**src/rtl/conv_output_packer.sv**
```systemverilog
`timescale 1ns/1ps
// -----------------------------------------------------------------------------
// conv_output_packer
//
// Downstream stage of the conv_3_3 accelerator. Captures the accelerator's
// un-stallable pixel stream, packs PACK pixels per word (lane 0 = first pixel
// in the least significant bits), and queues the words in a first-word-fall-
// through FIFO that feeds a valid/ready stream. Frame position is tracked so
// the final word of every frame is marked with out_last (zero-filled and with
// a partial out_keep when the frame does not fill the word). Words that
// complete while the FIFO is full and nothing is popped are dropped and
// reported through the sticky overflow flag; packing keeps going so frame
// alignment is preserved.
//
// Optional feature: define CONV_OUT_CHECKSUM_EN to add a 32-bit per-frame
// checksum output (sum of the frame's pixels, zero-extended, mod 2^32).
//
// Ports:
//   clk          rising-edge clock
//   rst_n        synchronous active-low reset (priority over flush)
//   flush        synchronous frame restart; clears packer and FIFO, keeps
//                overflow; a pixel presented in the same cycle is discarded
//   in_valid     pixel present this cycle (no backpressure toward source)
//   in_data      pixel value
//   out_valid    FIFO head word available
//   out_ready    consumer accepts the head word
//   out_data     packed word, lane 0 in [DATA_W-1:0]
//   out_keep     per-lane valid mask, LSB-first
//   out_last     head word carries the frame's final pixel
//   frame_done   one-cycle pulse after the frame's final pixel is captured
//   overflow     sticky: a completed word was dropped
//   fifo_count   FIFO occupancy
//   checksum     (CONV_OUT_CHECKSUM_EN only) checksum of the last frame
// -----------------------------------------------------------------------------
module conv_output_packer #(
  parameter int DATA_W     = 16,
  parameter int PACK       = 4,
  parameter int FIFO_DEPTH = 8,
  parameter int IMG_W      = 62,
  parameter int IMG_H      = 62
) (
  input  logic                          clk,
  input  logic                          rst_n,
  input  logic                          flush,
  input  logic                          in_valid,
  input  logic [DATA_W-1:0]             in_data,
  output logic                          out_valid,
  input  logic                          out_ready,
  output logic [DATA_W*PACK-1:0]        out_data,
  output logic [PACK-1:0]               out_keep,
  output logic                          out_last,
  output logic                          frame_done,
  output logic                          overflow,
  output logic [$clog2(FIFO_DEPTH):0]   fifo_count
`ifdef CONV_OUT_CHECKSUM_EN
  ,
  output logic [31:0]                   checksum
`endif
);

  localparam int WORD_W = DATA_W * PACK;
  localparam int LANE_W = $clog2(PACK);
  localparam int COL_W  = (IMG_W > 1) ? $clog2(IMG_W) : 1;
  localparam int ROW_W  = (IMG_H > 1) ? $clog2(IMG_H) : 1;
  localparam int AW     = $clog2(FIFO_DEPTH);
  localparam int CW     = AW + 1;

  localparam logic [LANE_W-1:0] LAST_LANE  = LANE_W'(PACK - 1);
  localparam logic [COL_W-1:0]  LAST_COL   = COL_W'(IMG_W - 1);
  localparam logic [ROW_W-1:0]  LAST_ROW   = ROW_W'(IMG_H - 1);
  localparam logic [CW-1:0]     FULL_COUNT = CW'(FIFO_DEPTH);

  // One FIFO entry: the packed word plus its stream sideband.
  typedef struct packed {
    logic [WORD_W-1:0] data;
    logic [PACK-1:0]   keep;
    logic              last;
  } word_t;

  // ---------------------------------------------------------------------------
  // State
  // ---------------------------------------------------------------------------
  logic [LANE_W-1:0] lane_q,       lane_d;
  logic [COL_W-1:0]  col_q,        col_d;
  logic [ROW_W-1:0]  row_q,        row_d;
  logic [WORD_W-1:0] pack_q,       pack_d;
  logic [AW-1:0]     wr_ptr_q,     wr_ptr_d;
  logic [AW-1:0]     rd_ptr_q,     rd_ptr_d;
  logic [CW-1:0]     count_q,      count_d;
  logic              overflow_q,   overflow_d;
  logic              frame_done_q, frame_done_d;

  word_t             mem_q [FIFO_DEPTH];

  // ---------------------------------------------------------------------------
  // Capture / packing datapath
  // ---------------------------------------------------------------------------
  logic              capture;
  logic              last_pixel;
  logic              word_done;
  logic [WORD_W-1:0] filled_word;
  logic [PACK-1:0]   filled_keep;
  word_t             push_word;

  logic              fifo_full;
  logic              pop;
  logic              push;
  logic              drop;

  // A flushed cycle never captures; reset is handled in the register block.
  assign capture    = in_valid & ~flush;
  assign last_pixel = (col_q == LAST_COL) && (row_q == LAST_ROW);
  assign word_done  = capture && ((lane_q == LAST_LANE) || last_pixel);

  // NOTE: every signal written in an always_comb gets a default at the top of
  // the block; a path that leaves one unassigned would infer a latch.
  always_comb begin
    filled_word = pack_q;
    filled_keep = '0;
    for (int l = 0; l < PACK; l++) begin
      // Lanes above the current one are still zero because pack_q is cleared
      // whenever a word completes, which gives the zero-fill for free.
      if (LANE_W'(l) == lane_q) begin
        filled_word[l*DATA_W +: DATA_W] = in_data;
      end
      filled_keep[l] = (LANE_W'(l) <= lane_q);
    end
  end

  assign push_word = '{data: filled_word, keep: filled_keep, last: last_pixel};

  // ---------------------------------------------------------------------------
  // FIFO control
  // ---------------------------------------------------------------------------
  assign out_valid = (count_q != '0);
  assign fifo_full = (count_q == FULL_COUNT);
  assign pop       = out_valid & out_ready;
  // A pop in the same cycle frees the slot, so a full FIFO still accepts.
  assign push      = word_done && (!fifo_full || pop);
  assign drop      = word_done && fifo_full && !pop;

  // ---------------------------------------------------------------------------
  // Next-state logic
  // ---------------------------------------------------------------------------
  always_comb begin
    lane_d       = lane_q;
    col_d        = col_q;
    row_d        = row_q;
    pack_d       = pack_q;
    wr_ptr_d     = wr_ptr_q;
    rd_ptr_d     = rd_ptr_q;
    count_d      = count_q;
    overflow_d   = overflow_q;
    frame_done_d = 1'b0;

    if (flush) begin
      // Restart the frame; overflow is deliberately kept.
      lane_d   = '0;
      col_d    = '0;
      row_d    = '0;
      pack_d   = '0;
      wr_ptr_d = '0;
      rd_ptr_d = '0;
      count_d  = '0;
    end else begin
      frame_done_d = capture && last_pixel;

      if (capture) begin
        if (word_done) begin
          lane_d = '0;
          pack_d = '0;
        end else begin
          lane_d = lane_q + 1'b1;
          pack_d = filled_word;
        end

        if (col_q == LAST_COL) begin
          col_d = '0;
          row_d = (row_q == LAST_ROW) ? '0 : row_q + 1'b1;
        end else begin
          col_d = col_q + 1'b1;
        end
      end

      // Pointers wrap naturally because FIFO_DEPTH is a power of two.
      if (push) wr_ptr_d = wr_ptr_q + 1'b1;
      if (pop)  rd_ptr_d = rd_ptr_q + 1'b1;

      case ({push, pop})
        2'b10:   count_d = count_q + 1'b1;
        2'b01:   count_d = count_q - 1'b1;
        default: count_d = count_q;
      endcase

      if (drop) overflow_d = 1'b1;
    end
  end

  // ---------------------------------------------------------------------------
  // Registers
  // ---------------------------------------------------------------------------
  // NOTE: sequential state uses non-blocking assignments so every flop samples
  // the values from before the edge, independent of statement order.
  always_ff @(posedge clk) begin
    if (!rst_n) begin
      lane_q       <= '0;
      col_q        <= '0;
      row_q        <= '0;
      pack_q       <= '0;
      wr_ptr_q     <= '0;
      rd_ptr_q     <= '0;
      count_q      <= '0;
      overflow_q   <= 1'b0;
      frame_done_q <= 1'b0;
    end else begin
      lane_q       <= lane_d;
      col_q        <= col_d;
      row_q        <= row_d;
      pack_q       <= pack_d;
      wr_ptr_q     <= wr_ptr_d;
      rd_ptr_q     <= rd_ptr_d;
      count_q      <= count_d;
      overflow_q   <= overflow_d;
      frame_done_q <= frame_done_d;
    end
  end

  // NOTE: the FIFO storage has no reset; the pointers and count define which
  // entries are meaningful, and the outputs are gated by out_valid, so a plain
  // RAM-style array is enough.
  always_ff @(posedge clk) begin
    if (push) begin
      mem_q[wr_ptr_q] <= push_word;
    end
  end

  // ---------------------------------------------------------------------------
  // Outputs
  // ---------------------------------------------------------------------------
  word_t head;
  assign head = mem_q[rd_ptr_q];

  // Gating keeps the stream outputs at zero while the FIFO is empty.
  assign out_data   = out_valid ? head.data : '0;
  assign out_keep   = out_valid ? head.keep : '0;
  assign out_last   = out_valid ? head.last : 1'b0;
  assign frame_done = frame_done_q;
  assign overflow   = overflow_q;
  assign fifo_count = count_q;

`ifdef CONV_OUT_CHECKSUM_EN
  // ---------------------------------------------------------------------------
  // Per-frame checksum
  // ---------------------------------------------------------------------------
  logic [31:0] sum_q,      sum_d;
  logic [31:0] checksum_q, checksum_d;
  logic [31:0] sum_plus;

  assign sum_plus = sum_q + 32'(in_data);

  always_comb begin
    sum_d      = sum_q;
    checksum_d = checksum_q;
    if (flush) begin
      // Only the running sum restarts; the last frame's result stays visible.
      sum_d = '0;
    end else if (capture) begin
      if (last_pixel) begin
        checksum_d = sum_plus;
        sum_d      = '0;
      end else begin
        sum_d = sum_plus;
      end
    end
  end

  always_ff @(posedge clk) begin
    if (!rst_n) begin
      sum_q      <= '0;
      checksum_q <= '0;
    end else begin
      sum_q      <= sum_d;
      checksum_q <= checksum_d;
    end
  end

  assign checksum = checksum_q;
`endif

endmodule

```
**config.mk**
```make
export PLATFORM = sky130hd
export DESIGN_NAME = conv_output_packer
export DESIGN_NICKNAME = d
export VERILOG_FILES = /design/src/rtl/conv_output_packer.sv
export SDC_FILE = /design/constraint.sdc
export NUM_CORES = 1
export LEC_CHECK = 0
export BUFFER_PORTS_ARGS = -buffer_cell sky130_fd_sc_hd__buf_2
export CAP_MARGIN = 20
export CORE_MARGIN = 3
export CORE_UTILIZATION = 40
export DETAILED_ROUTE_END_ITERATION = 12
export PLACE_DENSITY = 0.68
export SETUP_SLACK_MARGIN = 0.3
export SLEW_MARGIN = 20
export SYNTH_ARGS = -nofsm -noshare
export SYNTH_HDL_FRONTEND = slang
export SYNTH_SLANG_ARGS = --single-unit
```
**constraint.sdc**
```tcl
create_clock -name clk -period 10.5 [get_ports clk]
set_clock_uncertainty 0.1 [all_clocks]
set_input_delay 1.575 -clock clk [delete_from_list [all_inputs] [get_ports clk]]
set_output_delay 1.575 -clock clk [all_outputs]
set_load 0.03 [all_outputs]
```
After elaboration in Yosys (flattened, before gate mapping):

Memory sizes are Yosys's and may differ from the RTL's. A register that Yosys moved wholly into a read port is not among the register bits.
Cells that the tools add are included.
Widths: inputs -> output; s select.

* bits in registers: 90
* RAM bits: 552
* bits of input ports: 21
* output and inout bits: 76
* word-level logic and storage cells: 66
* memories: 1

* add/subtract/negate cells: 7
* $lt $le $gt $ge: 4
* equal/unequal tests: 9
* muxes and demuxes: 16
* bitwise logic cells: 4
* reductions and logical operators: 16

Memories
* mem_q: depth 8, width 69, rd ports 1, clocked after Yosys merged registers in 1, wr ports 1, line 93 `word_t mem_q [FIFO_DEPTH];`

Operators by type and width (count)
* $mux 64: 2
* $mux 16: 4
* $add 6x1->6 const B: 2
* $eq 6x6->1 const B: 2
* $mux 6: 2
* $pmux 4 s2: 1
* $add 3x1->3 const B: 2
* $logic_and 1x1->1: 6
* $mux 3: 2
* $add 4x1->4 const B: 1
* $eq 2x2->1 const A: 2
* $eq 2x2->1 const B: 2
* $eq 4x4->1 const B: 1
* $le 1x2->1 const A: 2
* $le 2x2->1 const A: 2
* $mux 4: 1
* $reduce_and 2->1: 2
* $reduce_bool 4->1: 1
* $sub 4x1->4 const B: 1
* $mux 1: 3
* $add 2x1->2 const B: 1
* $and 1x1->1: 2
* $eq 1x2->1 const A: 1
* $eq 2x1->1 const B: 1
* 7 further kinds: 10

Depth between registers and ports, before layout:

Gate-level depths: netlist of the first run.

* depth in word-level cells: 7
* depth in mapped cells: 11
* mapped depth without buffers: 11

Least setup slack after synthesis of the first run:

Ideal clock, no wire load.

* path kind: input -> register
* start: input port out_ready
* end: memory mem_q[6][0] (netlist name), enable pin
* setup time: 685 ps
* arrival time: 9313 ps
* data required time: 9715 ps
* path slack: 402 ps
* cell stages on the path: 5
* path buffers: 1
* cells stage by stage: clkbuf_1 -> nand2b_1 -> or2_1 -> nand3_2 -> nor4b_1

* longest elaborated chain between the ends: 5

RTL lines
* start: declaration: line 48 `input logic out_ready,`
* $and 1x1->1: line 137 `assign pop = out_valid & out_ready;`
* $logic_or 1x1->1: line 139 `assign push = word_done && (!fifo_full || pop);`
* $logic_and 1x1->1: line 139
* $mux 1: line 232 `if (push) begin`
* $mux 1 (not written as such): line 233 `mem_q[wr_ptr_q] <= push_word;`
* end: declaration: line 93

No other way between the ends.

==> results of run 1 <==
-- cells in the mapped netlist, drive strengths merged, types with 3 or more instances --
library cell / instances
edfxtp: 544
nor2: 138
mux4: 136
dfxtp: 93
mux2i: 70
mux2: 64
clkbuf: 49
a32oi: 48
buf: 40
and3: 23
nand2: 16
inv: 14
ha: 12
nor3: 10
nand3: 9
xnor2: 7
xor2: 6
a21oi: 5
nand4: 5
nor4b: 5
nor4: 4
nand2b: 3
o22ai: 3
or4: 3
-- worst min-delay path, stage by stage (launching register included) --
cell	delay, ns
sky130_fd_sc_hd__dfxtp_1	0.31
sky130_fd_sc_hd__nand2_1	0.06
sky130_fd_sc_hd__a21oi_1	0.07
-- cell usage in the layout (no fill, tap or decap), types with 3 or more instances in the layout --
cell                        synthesis  layout
sky130_fd_sc_hd__o22ai_1            3       3
sky130_fd_sc_hd__clkinv_1           0       9
sky130_fd_sc_hd__nand3_1            8       8
sky130_fd_sc_hd__dfxtp_4            0       3
sky130_fd_sc_hd__clkbuf_1          49      21
sky130_fd_sc_hd__mux2i_1           70      70
sky130_fd_sc_hd__mux2_2            64      64
sky130_fd_sc_hd__bufinv_16          0       6
sky130_fd_sc_hd__xnor2_1            7       7
sky130_fd_sc_hd__edfxtp_1         544     544
sky130_fd_sc_hd__nor2_1           137     136
sky130_fd_sc_hd__nand4_1            5       5
sky130_fd_sc_hd__nor3_1            10       8
sky130_fd_sc_hd__dfxtp_1           93      90
sky130_fd_sc_hd__buf_4              5      28
sky130_fd_sc_hd__buf_2             26      96
sky130_fd_sc_hd__a32oi_1           48      48
sky130_fd_sc_hd__xor2_1             6       6
sky130_fd_sc_hd__nor4b_2            0       4
sky130_fd_sc_hd__and3_1            23      23
sky130_fd_sc_hd__or4_1              3       3
sky130_fd_sc_hd__mux4_2           136     136
sky130_fd_sc_hd__clkbuf_16          0      73
sky130_fd_sc_hd__clkbuf_8           0       3
sky130_fd_sc_hd__a21oi_1            5       5
sky130_fd_sc_hd__inv_1             14      14
sky130_fd_sc_hd__ha_1              12      12
sky130_fd_sc_hd__clkinv_2           0       7
sky130_fd_sc_hd__nand2_1           15      15
-- routing by layer --
layer | up-vias | global-route usage [%] | wire length [um]
met2 | 629 | 27.95 | 27270
li1 | 5605 | - | -
met3 | 89 | 3.763 | 5676
met5 | - | 0 | 13
met1 | 6793 | 24.34 | 23310
met4 | 2 | 5.858 | 1371
-- per-stage QoR --
stage	std cells	instance area, um^2	setup slack, ns	hold WS, ns
floorplan	1337	25080	0.4019	0.3485
global placement	2210	26500	5.507	0.3607
detailed placement	2210	26500	5.525	0.3652
CTS	2331	28710	4.902	0.3726
global route	2331	28720	4.741	0.3880
finish	2332	28720	5.074	0.3716
-- flip-flops by register name (all words and copies together) (netlist names), named ones only --
signal and cells:
wr_ptr_q 3, lane_q 2, mem_q 544, pack_q 64, rd_ptr_q 3, frame_done 1, overflow 1, fifo_count 4
row_q 6, col_q 6
-- worst max path at each step --
stage	end	slack, ns	cells past startpoint
after floorplan	mem_q[6][0]	0.40	5
after global placement	out_data[6]	5.51	5
after detailed placement	out_data[6]	5.53	5
after CTS	out_data[6]	4.90	5
after global routing	out_data[18]	4.74	5
final	out_data[23]	5.07	5
-- cell families after synthesis --
kind of cell | after synthesis | share of synthesized area, %
AND/OR/NAND/NOR | 228 | 4.236
AO/OA/AOI/OAI | 74 | 2.465
adder cells (fa/ha/maj) | 12 | 0.5987
flip-flops | 637 | 72.56
XOR/XNOR | 13 | 0.4540
buffers and inverters | 103 | 1.806
multiplexers | 270 | 17.88
-- power groups by stage --
stage | Combinational, mW | Clock, mW | Sequential, mW
final | 0.0661 | 2.36 | 2.72
after detailed placement | 0.0653 | 0 | 2.78
after CTS | 0.0652 | 2.40 | 2.72
after floorplan | 0.0335 | 0 | 2.78
after global routing | 0.0698 | 2.50 | 2.72
after global placement | 0.0631 | 0 | 2.78
-- layout make-up --
type | instances | share of cell area [%]
Sequential cell | 637 | 63.41
Multi-Input combinational cell | 597 | 22.61
Clock buffer | 97 | 6.779
Tap cell | 837 | 3.647
Timing Repair Buffer | 125 | 2.444
Clock inverter | 24 | 0.9193
Inverter | 14 | 0.1830
Antenna cell | 1 | 0.008714
==> results.txt, run 1 <==
The flow ran to the end, and the final reports show no timing, DRC or antenna violations. Clock tree synthesis found a total of 637 sinks. The net switching power is approximately 1 mW. The buffers inserted during post-CTS setup optimization is 0.

By startpoint and endpoint, the worst setup path is classified as reg2out. The synthesized area per cell is roughly 19 um^2. Hold repair after CTS inserted 0 buffers. Among all flip-flop cells after synthesis, the most frequent one is sky130_fd_sc_hd__edfxtp_1. After detailed routing, the total wire length is 57650 um. The final route contains 13118 vias. The share of the synthesized area in the top cell type came out at between 60 and 70%.

The number of pins with negative max-slew slack in the final report is 0. The signal on the critical path passes through buf_4 -> mux4_2 -> mux2i_1 -> nor2_1 -> buf_2. The horizontal die dimension came out at 256.4 um. After floorplanning, the core was sized to cover ~60000 um^2. The number of iterations in the first detailed-routing pass is 5. The count of cells along the worst hold path is 2. The number of gates given a new drive strength after cts is 0.

The worst-path maximum fanout is 44. For this run, the top clock speed supported by timing is between 150 and 200 MHz. Among cell families on the critical path, the largest total delay comes from buffers and inverters. The initial antenna violation count is 5.

The synthesized netlist occupies a cell area of approximately 25000 um^2. The global route total overflow is 0. The area of combinational cells with multiple inputs came out at roughly 6500 um^2. The part of the total power dissipated in sequential elements is a little over half.

The static power due to leakage is approximately 9.2 nW. The areal power density over the cells came out at 179.2 nW/um^2. The maximum number of pins on one net before global-route repair is between 60 and 70.

After technology mapping, the gate count stands at about 1300. The number of enable flip-flop cells after synthesis came out at 544. Of all cell types, the one taking the most synthesized area is sky130_fd_sc_hd__edfxtp_1.

The endpoint of the worst register-to-register path is mem_q[6][40]. The number of DRC markers after the initial detailed-route iteration came out at 1394. The first-pass GRT wire length came out at a little under 90000 um. By area the synthesized netlist is led by sky130_fd_sc_hd__edfxtp_1, sky130_fd_sc_hd__mux4_2, sky130_fd_sc_hd__dfxtp_1, sky130_fd_sc_hd__mux2_2, sky130_fd_sc_hd__mux2i_1.

The post-route setup TNS is 0 ns. The total buffers and inverters traversed by the critical path is 2. Detailed placement ended at an HPWL of roughly 32000 um. After synthesis, the share of flip-flops with an asynchronous set or reset is 0%. The site row count came out at 91. The area taken by flip-flops and latches came out at approximately 18000 um^2.

After layout, the worst path uses between 50% and 60% of the clock period. The worst setup path is launched from a flip-flop. Clock-pin slew was measured on the worst setup and hold paths at about 0.060 ns.

The area of the die came out at between 60000 and 70000 um^2. The detail route stage leaves a number of antenna-violating nets equal to 0. The maximum cell stage delay along the critical path came out at ~0.96 ns. The number of global-route vias before repair came out at 13455. During placement, the flow inserted port buffers numbering 96.

The number of hold violations in the final report came to 0. The filler cells instantiated in the layout total about 5000. The I/O pin total is between 90 and 100. The cell type of the slowest stage on the worst timing path is sky130_fd_sc_hd__dfxtp_4. The fraction of power spent switching nets came out at between 10% and 20%. The remaining design rule violation count is 0. Once layout is complete, the utilization of the core stands at a little under half.

The worst hold path begins at rd_ptr_q[1]. The post-detailed-route via-to-cell ratio came out at between 5 and 6. Setup repair after global routing left no endpoint under its margin. The design internal power came out at 4.171 mW. The height of the die came out at approximately 260 um. The combinational cell fraction of total power came out at 1.3%.

For the worst-skew pair, the clock arrives at the later sink with an insertion delay of 0.59 ns. Setup violations remaining at the end of the flow were counted as 0. The share of post-route cells with drive strength above 1 is 29.38%. The initial utilization of the core area, before any placement, comes to roughly two fifths. From synthesis to final layout, the design area changed by 14.51%. The path category of the worst min-delay check is reg2reg. TritonCTS built the clock tree. The register bit total from synthesis came out at around 640.

The combined global-route utilization of all metal layers is approximately 18%. The source of the worst register-to-register timing path is col_q[0]. The clock share of power is 45.8%. The routability-driven placement congestion ratio came out at between 0.7 and 0.8. The post-synthesis net count came out at approximately 1400.

Power comes to between 5 and 6 mW. The slack of the worst reg-to-reg path came out at a little over 7 ns. The final routed wire length divided by cell count came out at about 25 um. The number of buffers created by CTS came out at 66. The yosys synthesis warning count is 0. The shortest clock period the worst path allows after layout came out at between 5 and 6 ns. The final net count came out at roughly 1500. The kind of capture point of the worst setup path is an output pin. The tree is rooted in a sky130_fd_sc_hd__clkbuf_16.

The H-tree was split into 3 levels. The data required time of the worst path is roughly 9 ns. After synthesis, flip-flops and latches occupy a little over 70% of the total area.

The worst endpoint data arrival time is around 3.8 ns. The count of cells along the worst register-to-register path came out at 6. The maximum count of clock buffers along a single path is 3. The count of maximum capacitance violations is 0. In this run the tightest slew margin relative to its limit is between 20 and 30%.

At the pin with the least slew margin, the transition time is approximately 1.1 ns. The distinct cell type count of the synthesized netlist is 54. The peak ir drop on the vdd network is 0.1040 mV.
Note: power is estimated with default switching activity, not from simulation.
==> inputs of run 2 (changes only) <==
PLACE_DENSITY = 0.66   (was 0.68)
clock period = 5.3 ns   (was 10.5 ns; I/O delays follow)
==> results.txt, run 2 (same netlist as run 1, synthesis figures left out) <==
The half-perimeter wire length after detailed placement came out at 33020 um (was 31640 um). The post-route cell area came out at 28750 um^2 (was 28720 um^2). The routing layer with the top usage in global route was met2 (unchanged). The global route total overflow came to 0 (unchanged).

The routability-driven placement congestion ratio is 0.7521 (was 0.7569). The maximum cell stage delay along the critical path is 0.58 ns (was 0.96 ns). The maximum operating frequency came out at 250.5 MHz.

The cell count after placement is 2218 (was 2210). The class of the most critical setup path is reg2out (unchanged). The areal power density over the cells came out at 344.3 nW/um^2 (was 179.2 nW/um^2).

The total buffers and inverters traversed by the critical path came out at 2 (unchanged). The peak ir drop on the vdd network is 0.1923 mV (was 0.1040 mV). The post-route setup TNS is 0 ns (unchanged). The post-route non-filler standard cell count came out at 2348 (was 2332).

The first-pass GRT wire length is 87220 um (was 86590 um). The area of the die is 65740 um^2 (unchanged). The element type at the critical path start is a flip-flop (unchanged). The family with the most delay on the worst path is simple AND/OR/NAND/NOR gates (was buffers and inverters).

The final routed wire length divided by cell count is 25.11 um (was 24.72 um). The number of pins with negative max-slew slack in the final report is 0 (unchanged). The path category of the worst min-delay check is reg2reg (unchanged). The site row count came out at 91 (unchanged). Critical Path, Cell by Cell: or3_4 -> nor2_4 -> buf_4 -> nor2_1 -> buf_2 (was buf_4 -> mux4_2 -> mux2i_1 -> nor2_1 -> buf_2). The shortest clock period the worst path allows after layout is approximately 4 ns. The clock root buffer master is sky130_fd_sc_hd__clkbuf_16 (unchanged). The worst-path maximum fanout came to 37 (was 44). The final net count came out at 1484 (was 1474). The met2 usage is 28.06% (was 27.95%). The clock insertion delay at the later pin of the skew report came out at 0.60 ns (was 0.59 ns). The level count of the clock H-tree is 3 (unchanged). The number of flip-flops under the largest register name came out at 544 (unchanged). The maximum count of clock buffers along a single path was 3 (unchanged). The clock-pin transition on the worst setup and hold timing paths came to 0.06 ns (about the same). The maximum number of pins on one net before global-route repair came to 69 (was 61).

The clock tree from TritonCTS is built (unchanged). The post-layout total power is 9.897 mW (was 5.147 mW). The buffers inserted during post-CTS setup optimization came out at 0 (unchanged). The count of clock tree sinks came out at 637 (unchanged). The met1 usage in global routing came to 25.19% (was 24.34%). Highest-count cells in the layout ignoring fill and taps: sky130_fd_sc_hd__edfxtp_1, sky130_fd_sc_hd__mux4_2, sky130_fd_sc_hd__nor2_1 (unchanged). Unrepaired setup endpoints after global routing: no (unchanged). The count of input and output buffers came out at 96 (unchanged).

The most common cell after layout, fill and taps aside was sky130_fd_sc_hd__edfxtp_1 (unchanged). The combined global-route utilization of all metal layers came out at 17.85% (was 17.59%). The number of DRC markers after the initial detailed-route iteration is 1407 (was 1394). The post-detailed-route via-to-cell ratio came out at 5.584 (was 5.625). The kind of capture point of the worst setup path is an output pin (unchanged).

The number of buffers created by CTS came to 67 (was 66). The number of hold violations in the final report is 0 (unchanged). The share of post-route cells with drive strength above 1 came out at 29.70% (was 29.38%). The placed standard-cell area came out at 26660 um^2 (was 26500 um^2).

The remaining design rule violation count came out at 0 (unchanged). The transition time at the pin with the least slew margin is 1.182 ns (was 1.058 ns). The starting utilization of the core area came to 40.56% (unchanged).

The register with the highest flop count was mem_q (unchanged). The data required time of the worst path is 4.41 ns (was 8.83 ns). The final wirelength came out at 58960 um (was 57650 um). The I/O pin total came out at 97 (unchanged).

The hold slack came out at 0.3778 ns (was 0.3716 ns). The worst slew margin relative to its limit came to 20.94% (was 29.48%). The number of endpoints failing setup at the final stage is 0 (unchanged).

The number of global-route vias before repair is 13233 (was 13455). The area overhead of the layout relative to synthesis came out at 14.63% (was 14.51%). The static power due to leakage is 9.162 nW (was 9.166 nW). The number of gates given a new drive strength after cts is 0 (unchanged). The remaining antenna violation count after routing came to 0 (unchanged). The placeable core region came out at 61830 um^2 (unchanged). The routing usage on met3 is 3.743% (was 3.763%). Biggest regs: mem_q x544, pack_q x64 (unchanged). The total number of vias is 13112 (was 13118). Run status: completed (unchanged).

The cell type of the slowest stage on the worst timing path is sky130_fd_sc_hd__nor2_4 (was sky130_fd_sc_hd__dfxtp_4). The height of the die is 256.4 um (unchanged). The count of maximum capacitance violations is 0 (unchanged). The number of iterations in the first detailed-routing pass is 5 (unchanged). The horizontal die dimension came to 256.4 um (unchanged). The worst endpoint data arrival time came out at 3.10 ns (was 3.75 ns). The number of buffers inserted for hold repair after clock tree synthesis came to 0 (unchanged). In the finished design, the share of the clock period the worst path needs comes to about three quarters.

The initial antenna violation count came out at 9 (was 5).
==> run 2: cell types whose count changed in the layout (fill, tap and decap cells not counted), moves of 4 or more <==
cell,change
sky130_fd_sc_hd__buf_12,+4
sky130_fd_sc_hd__buf_4,+6
sky130_fd_sc_hd__bufinv_16,-4
sky130_fd_sc_hd__clkbuf_16,-4
sky130_fd_sc_hd__clkinv_1,+5
sky130_fd_sc_hd__diode_2,+5
sky130_fd_sc_hd__inv_6,+4
sky130_fd_sc_hd__nor4b_2,-4
sky130_fd_sc_hd__nor4b_4,+4
==> run 2: final cells by class <==
| cell class | count | area (um^2) |
|---|---|---|
| clock buffers | 89 | 1812 |
| multi-input cells | 597 | 6551 |
| fillers | 5170 | 33080 |
| repair buffers | 134 | 815.8 |
| flip-flops and latches | 637 | 18210 |
| clock inverters | 34 | 246.5 |
| diodes | 6 | 15.01 |
| well taps | 837 | 1047 |
| inverters | 14 | 52.55 |
==> run 2: power by group <==
group	internal (mW)	total, mW	switching, mW
registers	5.39	5.39	0.00245
clock network	2.52	4.37	1.85
logic	0.0301	0.136	0.106
==> run 2: routing by layer <==
metal	share of wire, %	up-vias	routed length, um
met4	2.3	2	1345
met1	42	6864	24640
li1	-	5626	-
met2	48	543	28060
met5	0.014	-	8
met3	8.3	77	4904
==> run 2: worst min-delay path: stages, from the launching register on <==
cell	delay, ns
sky130_fd_sc_hd__dfxtp_1	0.31
sky130_fd_sc_hd__nand2_1	0.05
sky130_fd_sc_hd__a21oi_1	0.07
==> run 2: final timing paths <==
| kind | start | slack [ns] | endpoint | cells past startpoint |
|---|---|---|---|---|
| setup / recovery | fifo_count[0] | 1.31 | out_data[20] | 5 |
| hold reg to reg | rd_ptr_q[1] | 0.38 | flip-flop | 2 |
| hold / removal | rd_ptr_q[1] | 0.38 | flip-flop | 2 |
| setup reg to reg | row_q[0] | 2.18 | mem_q[6][7] | 6 |
==> run 2: through the flow <==
stage / utilization (%) / setup slack, ns
floorplan: - / -1.624
global placement: 43.11 / 1.819
detailed placement: 43.11 / 1.836
CTS: 46.44 / 1.178
global route: 46.48 / 1.120
finish: 46.50 / 1.308
